File: config.mk
export PLATFORM = sky130hd
export DESIGN_NAME = i2c_target_ctl_flat
export DESIGN_NICKNAME = d
export VERILOG_FILES = /design/src/rtl/i2c_target_ctl_pkg.sv /design/src/rtl/i2c_target_ctl_if.sv /design/src/rtl/i2c_target_ctl_in_filter.sv /design/src/rtl/i2c_target_ctl.sv /design/src/flat_wrapper.sv
export SDC_FILE = /design/constraint.sdc
export NUM_CORES = 1
export LEC_CHECK = 0
export BUFFER_PORTS_ARGS = -buffer_cell sky130_fd_sc_hd__buf_2
export CAP_MARGIN = 40
export CORE_MARGIN = 2
export CORE_UTILIZATION = 30
export DETAILED_ROUTE_END_ITERATION = 8
export HOLD_SLACK_MARGIN = 0.03
export PLACE_DENSITY_LB_ADDON = 0.2
export SLEW_MARGIN = 20
export SYNTH_ARGS = -nofsm -noshare
export SYNTH_HDL_FRONTEND = slang
export SYNTH_HIERARCHICAL = 1
export SYNTH_SLANG_ARGS = --single-unit
File: constraint.sdc
create_clock -name sysclk_i -period 2.9 [get_ports sysclk_i]
set_input_delay 0.145 -clock sysclk_i [delete_from_list [all_inputs] [get_ports sysclk_i]]
set_output_delay 0.145 -clock sysclk_i [all_outputs]
set_load 0.05 [all_outputs]
File: src/rtl/i2c_target_ctl_pkg.sv
// Shared definitions for the I2C target byte engine: state encodings, pad
// output-enable levels and the address compare helper.
package i2c_target_ctl_pkg;

    typedef enum logic [2:0] {
        StIdle,
        StAddr,
        StAddrAck,
        StRx,
        StRxAck,
        StTxWait,
        StTx,
        StTxAck
    } tgt_state_e;

    localparam logic OenRelease = 1'b1;
    localparam logic OenDrive   = 1'b0;

    // Address 7'h00 is the general call and is never claimed.
    function automatic logic addr_hit(logic [7:0] addr_byte, logic [6:0] own_addr);
        return (own_addr != 7'h00) && (addr_byte[7:1] == own_addr);
    endfunction

endpackage

File: src/rtl/i2c_target_ctl_if.sv
// Host-side handshake between the I2C target engine (slave) and the
// register front end (master).
interface i2c_target_ctl_if;
    logic       ack_en;
    logic [7:0] rx_data;
    logic       rx_valid;
    logic       tx_req;
    logic [7:0] tx_data;
    logic       tx_valid;
    logic       addr_match;
    logic       rw;
    logic       busy;
    logic       stop;
    logic       master_nack;

    modport slave (
        input  ack_en, tx_data, tx_valid,
        output rx_data, rx_valid, tx_req, addr_match, rw, busy, stop, master_nack
    );

    modport master (
        output ack_en, tx_data, tx_valid,
        input  rx_data, rx_valid, tx_req, addr_match, rw, busy, stop, master_nack
    );
endinterface

File: src/rtl/i2c_target_ctl_in_filter.sv
// Pad input conditioning: 2-flop synchroniser followed by a stable-count
// filter; the output only follows after FILT_LEN consecutive equal samples.
module i2c_target_ctl_in_filter #(
    parameter int unsigned FILT_LEN = 3
) (
    input  logic sysclk_i,
    input  logic reset_n_i,
    input  logic in_i,
    output logic filt_o
);

    localparam int unsigned CntW = $clog2(FILT_LEN) + 1;

    logic            sync1_q, sync2_q, filt_q, filt_d;
    logic [CntW-1:0] cnt_q, cnt_d;

    always_comb begin
        filt_d = filt_q;
        cnt_d  = '0;
        if (sync2_q != filt_q) begin
            if (cnt_q == CntW'(FILT_LEN - 1)) begin
                filt_d = sync2_q;
            end else begin
                cnt_d = cnt_q + CntW'(1);
            end
        end
    end

    always_ff @(posedge sysclk_i or negedge reset_n_i) begin
        if (!reset_n_i) begin
            sync1_q <= 1'b1;
            sync2_q <= 1'b1;
            filt_q  <= 1'b1;
            cnt_q   <= '0;
        end else begin
            sync1_q <= in_i;
            sync2_q <= sync1_q;
            filt_q  <= filt_d;
            cnt_q   <= cnt_d;
        end
    end

    assign filt_o = filt_q;

endmodule

File: src/rtl/i2c_target_ctl.sv
// I2C target byte engine: bus condition detect, address match, RX/TX byte
// shifting and SCL stretching while the host supplies TX data.
module i2c_target_ctl
    import i2c_target_ctl_pkg::*;
#(
    parameter int unsigned FILT_LEN  = 3,
    parameter int unsigned SETUP_CNT = 4
) (
    input  logic              sysclk_i,
    input  logic              reset_n_i,
    input  logic              enable_i,
    input  logic [6:0]        own_addr_i,
    input  logic              scl_i,
    output logic              scl_oen_o,
    input  logic              sda_i,
    output logic              sda_oen_o,
    i2c_target_ctl_if.slave   host_io
);

    localparam int unsigned SetupW = $clog2(SETUP_CNT + 1);

    logic scl_f, sda_f;

    i2c_target_ctl_in_filter #(.FILT_LEN(FILT_LEN)) u_scl_filt (
        .sysclk_i  (sysclk_i),
        .reset_n_i (reset_n_i),
        .in_i      (scl_i),
        .filt_o    (scl_f)
    );

    i2c_target_ctl_in_filter #(.FILT_LEN(FILT_LEN)) u_sda_filt (
        .sysclk_i  (sysclk_i),
        .reset_n_i (reset_n_i),
        .in_i      (sda_i),
        .filt_o    (sda_f)
    );

    tgt_state_e        state_q, state_d;
    logic [2:0]        bit_cnt_q, bit_cnt_d;
    logic [7:0]        shift_q, shift_d;
    logic [7:0]        rx_data_q, rx_data_d;
    logic [SetupW-1:0] setup_cnt_q, setup_cnt_d;
    logic              scl_prev_q, sda_prev_q;
    logic              rw_q, rw_d, busy_q, busy_d;
    logic              scl_oen_q, scl_oen_d, sda_oen_q, sda_oen_d;
    logic              tx_req_q, tx_req_d, loaded_q, loaded_d, ack_phase_q, ack_phase_d;
    logic              rx_valid_q, rx_valid_d, addr_match_q, addr_match_d;
    logic              stop_q, stop_d, nack_q, nack_d;

    logic       scl_rise, scl_fall, start_det, stop_det;
    logic [7:0] byte_in;

    assign scl_rise  = scl_f & ~scl_prev_q;
    assign scl_fall  = ~scl_f & scl_prev_q;
    // Bus conditions need SCL high on both sides of the SDA edge.
    assign start_det = ~sda_f & sda_prev_q & scl_f & scl_prev_q;
    assign stop_det  = sda_f & ~sda_prev_q & scl_f & scl_prev_q;
    assign byte_in   = {shift_q[6:0], sda_f};

    always_comb begin
        state_d      = state_q;
        bit_cnt_d    = bit_cnt_q;
        shift_d      = shift_q;
        rx_data_d    = rx_data_q;
        setup_cnt_d  = setup_cnt_q;
        rw_d         = rw_q;
        scl_oen_d    = scl_oen_q;
        sda_oen_d    = sda_oen_q;
        tx_req_d     = tx_req_q;
        loaded_d     = loaded_q;
        ack_phase_d  = ack_phase_q;
        rx_valid_d   = 1'b0;
        addr_match_d = 1'b0;
        stop_d       = 1'b0;
        nack_d       = 1'b0;
        busy_d       = start_det ? 1'b1 : (stop_det ? 1'b0 : busy_q);

        if (!enable_i || start_det || stop_det) begin
            state_d   = (enable_i && start_det) ? StAddr : StIdle;
            bit_cnt_d = '0;
            scl_oen_d = OenRelease;
            sda_oen_d = OenRelease;
            tx_req_d  = 1'b0;
            loaded_d  = 1'b0;
            stop_d    = enable_i && !start_det;
        end else begin
            case (state_q)
                StIdle: ;
                StAddr: if (scl_rise) begin
                    shift_d   = byte_in;
                    bit_cnt_d = bit_cnt_q + 3'd1;
                    if (bit_cnt_q == 3'd7) begin
                        if (addr_hit(byte_in, own_addr_i)) begin
                            rw_d         = byte_in[0];
                            addr_match_d = 1'b1;
                            ack_phase_d  = 1'b0;
                            state_d      = StAddrAck;
                        end else begin
                            state_d = StIdle;
                        end
                    end
                end
                StAddrAck: if (scl_fall) begin
                    ack_phase_d = 1'b1;
                    sda_oen_d   = ack_phase_q ? OenRelease : OenDrive;
                    if (ack_phase_q) begin
                        bit_cnt_d = '0;
                        state_d   = rw_q ? StTxWait : StRx;
                    end
                end
                StRx: if (scl_rise) begin
                    shift_d   = byte_in;
                    bit_cnt_d = bit_cnt_q + 3'd1;
                    if (bit_cnt_q == 3'd7) begin
                        rx_data_d   = byte_in;
                        rx_valid_d  = 1'b1;
                        ack_phase_d = 1'b0;
                        state_d     = StRxAck;
                    end
                end
                StRxAck: if (scl_fall) begin
                    ack_phase_d = 1'b1;
                    sda_oen_d   = (host_io.ack_en && !ack_phase_q) ? OenDrive : OenRelease;
                    if (ack_phase_q) begin
                        bit_cnt_d = '0;
                        state_d   = StRx;
                    end
                end
                StTxWait: begin
                    if (!loaded_q) begin
                        scl_oen_d = OenDrive;
                        tx_req_d  = 1'b1;
                        if (host_io.tx_valid && tx_req_q) begin
                            shift_d     = host_io.tx_data;
                            sda_oen_d   = host_io.tx_data[7];
                            tx_req_d    = 1'b0;
                            loaded_d    = 1'b1;
                            setup_cnt_d = '0;
                        end
                    end else if (setup_cnt_q == SetupW'(SETUP_CNT - 1)) begin
                        scl_oen_d = OenRelease;
                        loaded_d  = 1'b0;
                        bit_cnt_d = '0;
                        state_d   = StTx;
                    end else begin
                        setup_cnt_d = setup_cnt_q + SetupW'(1);
                    end
                end
                StTx: if (scl_fall) begin
                    shift_d   = {shift_q[6:0], 1'b0};
                    bit_cnt_d = bit_cnt_q + 3'd1;
                    sda_oen_d = shift_q[6];
                    if (bit_cnt_q == 3'd7) begin
                        sda_oen_d   = OenRelease;
                        ack_phase_d = 1'b0;
                        state_d     = StTxAck;
                    end
                end
                StTxAck: begin
                    if (scl_rise && !ack_phase_q) begin
                        if (sda_f) begin
                            nack_d    = 1'b1;
                            sda_oen_d = OenRelease;
                            state_d   = StIdle;
                        end else begin
                            ack_phase_d = 1'b1;
                        end
                    end else if (scl_fall && ack_phase_q) begin
                        state_d = StTxWait;
                    end
                end
                default: state_d = StIdle;
            endcase
        end
    end

    always_ff @(posedge sysclk_i or negedge reset_n_i) begin
        if (!reset_n_i) begin
            state_q      <= StIdle;
            bit_cnt_q    <= '0;
            shift_q      <= '0;
            rx_data_q    <= '0;
            setup_cnt_q  <= '0;
            scl_prev_q   <= 1'b1;
            sda_prev_q   <= 1'b1;
            rw_q         <= 1'b0;
            busy_q       <= 1'b0;
            scl_oen_q    <= OenRelease;
            sda_oen_q    <= OenRelease;
            tx_req_q     <= 1'b0;
            loaded_q     <= 1'b0;
            ack_phase_q  <= 1'b0;
            rx_valid_q   <= 1'b0;
            addr_match_q <= 1'b0;
            stop_q       <= 1'b0;
            nack_q       <= 1'b0;
        end else begin
            state_q      <= state_d;
            bit_cnt_q    <= bit_cnt_d;
            shift_q      <= shift_d;
            rx_data_q    <= rx_data_d;
            setup_cnt_q  <= setup_cnt_d;
            scl_prev_q   <= scl_f;
            sda_prev_q   <= sda_f;
            rw_q         <= rw_d;
            busy_q       <= busy_d;
            scl_oen_q    <= scl_oen_d;
            sda_oen_q    <= sda_oen_d;
            tx_req_q     <= tx_req_d;
            loaded_q     <= loaded_d;
            ack_phase_q  <= ack_phase_d;
            rx_valid_q   <= rx_valid_d;
            addr_match_q <= addr_match_d;
            stop_q       <= stop_d;
            nack_q       <= nack_d;
        end
    end

    assign scl_oen_o           = scl_oen_q;
    assign sda_oen_o           = sda_oen_q;
    assign host_io.rx_data     = rx_data_q;
    assign host_io.rx_valid    = rx_valid_q;
    assign host_io.tx_req      = tx_req_q;
    assign host_io.addr_match  = addr_match_q;
    assign host_io.rw          = rw_q;
    assign host_io.busy        = busy_q;
    assign host_io.stop        = stop_q;
    assign host_io.master_nack = nack_q;

endmodule

File: src/flat_wrapper.sv
// flat-port wrapper written by rule: the top's interface ports become plain ports
module i2c_target_ctl_flat import i2c_target_ctl_pkg::*;
#(
    parameter int unsigned FILT_LEN  = 3,
    parameter int unsigned SETUP_CNT = 4
)
  (sysclk_i, reset_n_i, enable_i, own_addr_i, scl_i, scl_oen_o, sda_i, sda_oen_o, host_io_ack_en, host_io_tx_data, host_io_tx_valid, host_io_rx_data, host_io_rx_valid, host_io_tx_req, host_io_addr_match, host_io_rw, host_io_busy, host_io_stop, host_io_master_nack);
  i2c_target_ctl_if host_io_i ();
  input  logic sysclk_i;
  input  logic reset_n_i;
  input  logic enable_i;
  input  logic [6:0] own_addr_i;
  input  logic scl_i;
  output logic scl_oen_o;
  input  logic sda_i;
  output logic sda_oen_o;
  input wire logic [$bits(host_io_i.ack_en)-1:0] host_io_ack_en;
  input wire logic [$bits(host_io_i.tx_data)-1:0] host_io_tx_data;
  input wire logic [$bits(host_io_i.tx_valid)-1:0] host_io_tx_valid;
  output wire logic [$bits(host_io_i.rx_data)-1:0] host_io_rx_data;
  output wire logic [$bits(host_io_i.rx_valid)-1:0] host_io_rx_valid;
  output wire logic [$bits(host_io_i.tx_req)-1:0] host_io_tx_req;
  output wire logic [$bits(host_io_i.addr_match)-1:0] host_io_addr_match;
  output wire logic [$bits(host_io_i.rw)-1:0] host_io_rw;
  output wire logic [$bits(host_io_i.busy)-1:0] host_io_busy;
  output wire logic [$bits(host_io_i.stop)-1:0] host_io_stop;
  output wire logic [$bits(host_io_i.master_nack)-1:0] host_io_master_nack;
  assign host_io_i.ack_en = host_io_ack_en;
  assign host_io_i.tx_data = host_io_tx_data;
  assign host_io_i.tx_valid = host_io_tx_valid;
  assign host_io_rx_data = host_io_i.rx_data;
  assign host_io_rx_valid = host_io_i.rx_valid;
  assign host_io_tx_req = host_io_i.tx_req;
  assign host_io_addr_match = host_io_i.addr_match;
  assign host_io_rw = host_io_i.rw;
  assign host_io_busy = host_io_i.busy;
  assign host_io_stop = host_io_i.stop;
  assign host_io_master_nack = host_io_i.master_nack;
  i2c_target_ctl #(.FILT_LEN(FILT_LEN), .SETUP_CNT(SETUP_CNT)) u_core (.sysclk_i(sysclk_i), .reset_n_i(reset_n_i), .enable_i(enable_i), .own_addr_i(own_addr_i), .scl_i(scl_i), .scl_oen_o(scl_oen_o), .sda_i(sda_i), .sda_oen_o(sda_oen_o), .host_io(host_io_i));
endmodule
==> results.py <==
metrics = {
    "power": {
        "ir_drop_v": 0.000413,
        "p_leak_nw": 1.39,
        "power.density_nw_per_um2": 661,
        "p_total_mw": 2.10,
    },
    "synth": {
        "yosysWarnings": 6,
        "ys_ff_latch": 49,
        "synth_area_um2": 2730,
        "muxShareOfSynthArea": 0.0730,
        "ys_types": 58,
        "synth_edf_count": 0,
        "synth-async-reset-ratio": 1.00,
        "synth_compound_area_frac": 0.169,
        "syn_inst": 270,
        "synth_top_flop_cell": "dfrtp_1",
        "synth_fa_ha_area_frac": 0.0184,
        "syn_nets": 296,
        "ys_seq_area_frac": 0.454,
        "synth-simple-area-share": 0.211,
        "synth-xor-area-share": 0.0321,
        "avgSynthCellArea_um2": 10.1,
        "synth_top_family_by_area": "simple AND/OR/NAND/NOR gates",
    },
    "hold_path": {
        "hold_path_class": "input port to flip-flop",
        "min-delay-start": "host_io_tx_data[2]",
    },
    "clocking": {
        "cts_tree": "yes",
        "htree_levels": 2,
        "clk_pin_slew_ns": 0.10,
        "clock_sinks": 49,
        "clockBufferDepth": 2,
        "cts_resized": 0,
        "cts-root-buf": "clkbuf_8",
        "cts_made_buffers": 5,
        "insertion_delay_ns": 0.30,
    },
    "cells_and_area": {
        "final_nets": 339,
        "multi_input_area_um2": 1370,
        "final_cells": 422,
        "fillers": 896,
        "area_growth_pct": 16.7,
        "n_antenna_cell": 0,
        "seq_area_um2": 1240,
        "final_layout_size_suffix_gt1_frac": 0.296,
        "final_cell_area_um2": 3180,
    },
    "sta": {
        "max_slew.worst_pin.slew_ns": 0.748,
        "finalCritPeriodShare": 0.771,
        "skew_ns": 0.00868,
        "finalMaxSlewViolations": 0,
        "relSlewSlack": 0.502,
        "finalCriticalPeriod_ns": 2.24,
        "whs_ns": 0.0862,
        "fmax_ghz": 0.447,
        "setup_tns_ns": 0,
        "rsz0062_at_grt": "no",
        "setup_viol_count_final": 0,
        "finalHoldViolations": 0,
    },
    "global_routing": {
        "grt_pass1_vias": 2089,
        "grt_max_degree": 28,
        "gr-usage-all-layers": 0.132,
        "grt-ovfl-total": 0,
        "grt_pass1_wl_um": 10600,
        "antenna_found_initial": 0,
    },
    "routing": {
        "detail-route-antenna-nets": 0,
        "drcViolationCount": 0,
        "vias": 2144,
        "viasPerCell": 5.08,
        "routed_wl_um": 6250,
        "routedWlPerCell_um": 14.8,
        "drt_iter0_drc": 160,
        "first_pass_iters": 4,
    },
    "placed_design": {
        "dp_hpwl_um": 4460,
        "dp.cells": 411,
        "io_buffers": 38,
        "gp_congestion": 0.872,
        "placed_area_um2": 3040,
    },
    "setup_path": {
        "cp_max_fo": 26,
        "r2r_slack_ns": 0.66,
        "crit_type": "flip-flop to flip-flop",
        "cpPeakStageDelay_ns": 0.84,
        "critPathLaunch": "u_core/state_q[2]",
        "cp_slowest_cell": "dfrtp_1",
        "crit_chain": "nand3_1 > o32ai_1 > o31ai_2 > a21oi_1 > mux2_2",
        "start_kind": "flip-flop",
        "r2r_start": "u_core/state_q[2]",
        "critical_path_required_ns": 3.09,
        "crit_path_end_kind": "flip-flop",
        "crit_arrival_ns": 2.43,
    },
    "floorplan": {
        "die_area_um2": 9870,
        "core-area_um2": 8760,
        "initial_core_util": 0.311,
        "num_rows": 34,
        "die_h_um": 99.3,
        "die_w_um": 99.3,
        "io-pin-count": 39,
    },
    "run": {
        "maxCapViolations": 0,
    },
    "status": {
        "outcome": "finished clean",
    },
}
[cells in the final DEF (no fill, tap or decap), drive strengths merged, types with 5 or more instances in the layout]
| master | n |
|---|---|
| dfstp | 10 |
| mux2 | 14 |
| buf | 45 |
| xor2 | 7 |
| clkbuf | 5 |
| dfrtp | 39 |
| nor2b | 5 |
| nand3 | 10 |
| a21oi | 12 |
| o21ai | 21 |
| a31oi | 8 |
| nand3b | 6 |
| nor3 | 7 |
| inv | 9 |
| nand2 | 28 |
| nor2 | 19 |
| nand2b | 9 |
[path summary, 6_finish.rpt]
| check | to | cells past startpoint |
|---|---|---|
| setup / recovery | u_core/state_q[0] | 5 |
| hold / removal | u_core/shift_q[2] | 3 |
| setup reg to reg | u_core/state_q[0] | 5 |
| hold reg to reg | u_core/u_scl_filt/sync2_q | 0 |
| max in group asynchronous | u_core/sda_oen_o | 3 |
| min in group asynchronous | u_core/u_sda_filt/cnt_q[0] | 2 |
[critical path: cells and delay by family (launching register included)]
family / cells / cell delay, ns
flip-flops: 1 / 0.84
AND/OR/NAND/NOR: 1 / 0.26
AO/OA/AOI/OAI: 3 / 0.68
multiplexers: 1 / 0.34
[power breakdown]
| group | total [mW] | switching (mW) | internal (mW) |
|---|---|---|---|
| clock network | 0.500 | 0.242 | 0.258 |
| logic | 0.572 | 0.299 | 0.273 |
| registers | 1.03 | 0.196 | 0.833 |
[metrics by stage]
stage / setup slack [ns] / util
floorplan: 0.857 / -
global placement: 0.689 / 0.344
detailed placement: 0.709 / 0.346
CTS: 0.688 / 0.363
global route: 0.448 / 0.363
finish: 0.663 / 0.363
[what timing repair did]
| item | in CTS | in global routing |
|---|---|---|
| endpoints found under the setup margin | 0 | 0 |
| hold endpoints to repair | 16 | 0 |
| setup buffers | 0 | 0 |
| hold buffers | 3 | 0 |
[cells by family (layout without fill, tap and decap cells)]
kind of cell,Yosys count,count (layout)
multiplexers,17,17
adder cells (fa/ha/maj),4,4
XOR/XNOR,10,10
AO/OA/AOI/OAI,65,65
flip-flops,49,49
AND/OR/NAND/NOR,104,104
buffers and inverters,21,65
[cell usage after synthesis, drive strengths merged (4+ instances only)]
cell / instances / area, um^2
nor2b: 5 / 31.3
nand2: 28 / 105
mux2: 14 / 169
a21oi: 12 / 60.1
buf: 9 / 70.1
o21ai: 21 / 105
inv: 9 / 33.8
a31oi: 8 / 50.1
ha: 4 / 50.1
xor2: 7 / 61.3
nor2: 19 / 71.3
nand3b: 6 / 48.8
dfrtp: 39 / 976
nand2b: 9 / 66.3
nor3: 7 / 35.0
nand3: 10 / 50.1
dfstp: 10 / 263
and3: 4 / 30.0
[flip-flops by register name, indices dropped and copies added (netlist names), 3 cells and up]
| signal | count |
|---|---|
| u_core/host_io.rx_data | 8 |
| u_core/state_q | 3 |
| u_core/setup_cnt_q | 3 |
| u_core/u_scl_filt/cnt_q | 3 |
| u_core/bit_cnt_q | 3 |
| u_core/u_sda_filt/cnt_q | 3 |
| u_core/shift_q | 7 |
[layout make-up]
class | count | share of cell area
inverter | 9 | 0.0106
multi-input combinational | 200 | 0.432
clock buffer | 5 | 0.0216
sequential | 49 | 0.389
tap | 108 | 0.0425
timing repair buffer | 48 | 0.0897
clock inverter | 3 | 0.0146
[routing by layer]
metal  up-vias  wire length, um  track usage
met2        40             2900        0.201
li1       1053                -            -
met3         0              233       0.0225
met4         0                0       0.0316
met5         -                0            0
met1      1051             3120        0.196
No activity file was read; power rests on OpenSTA's default activity.
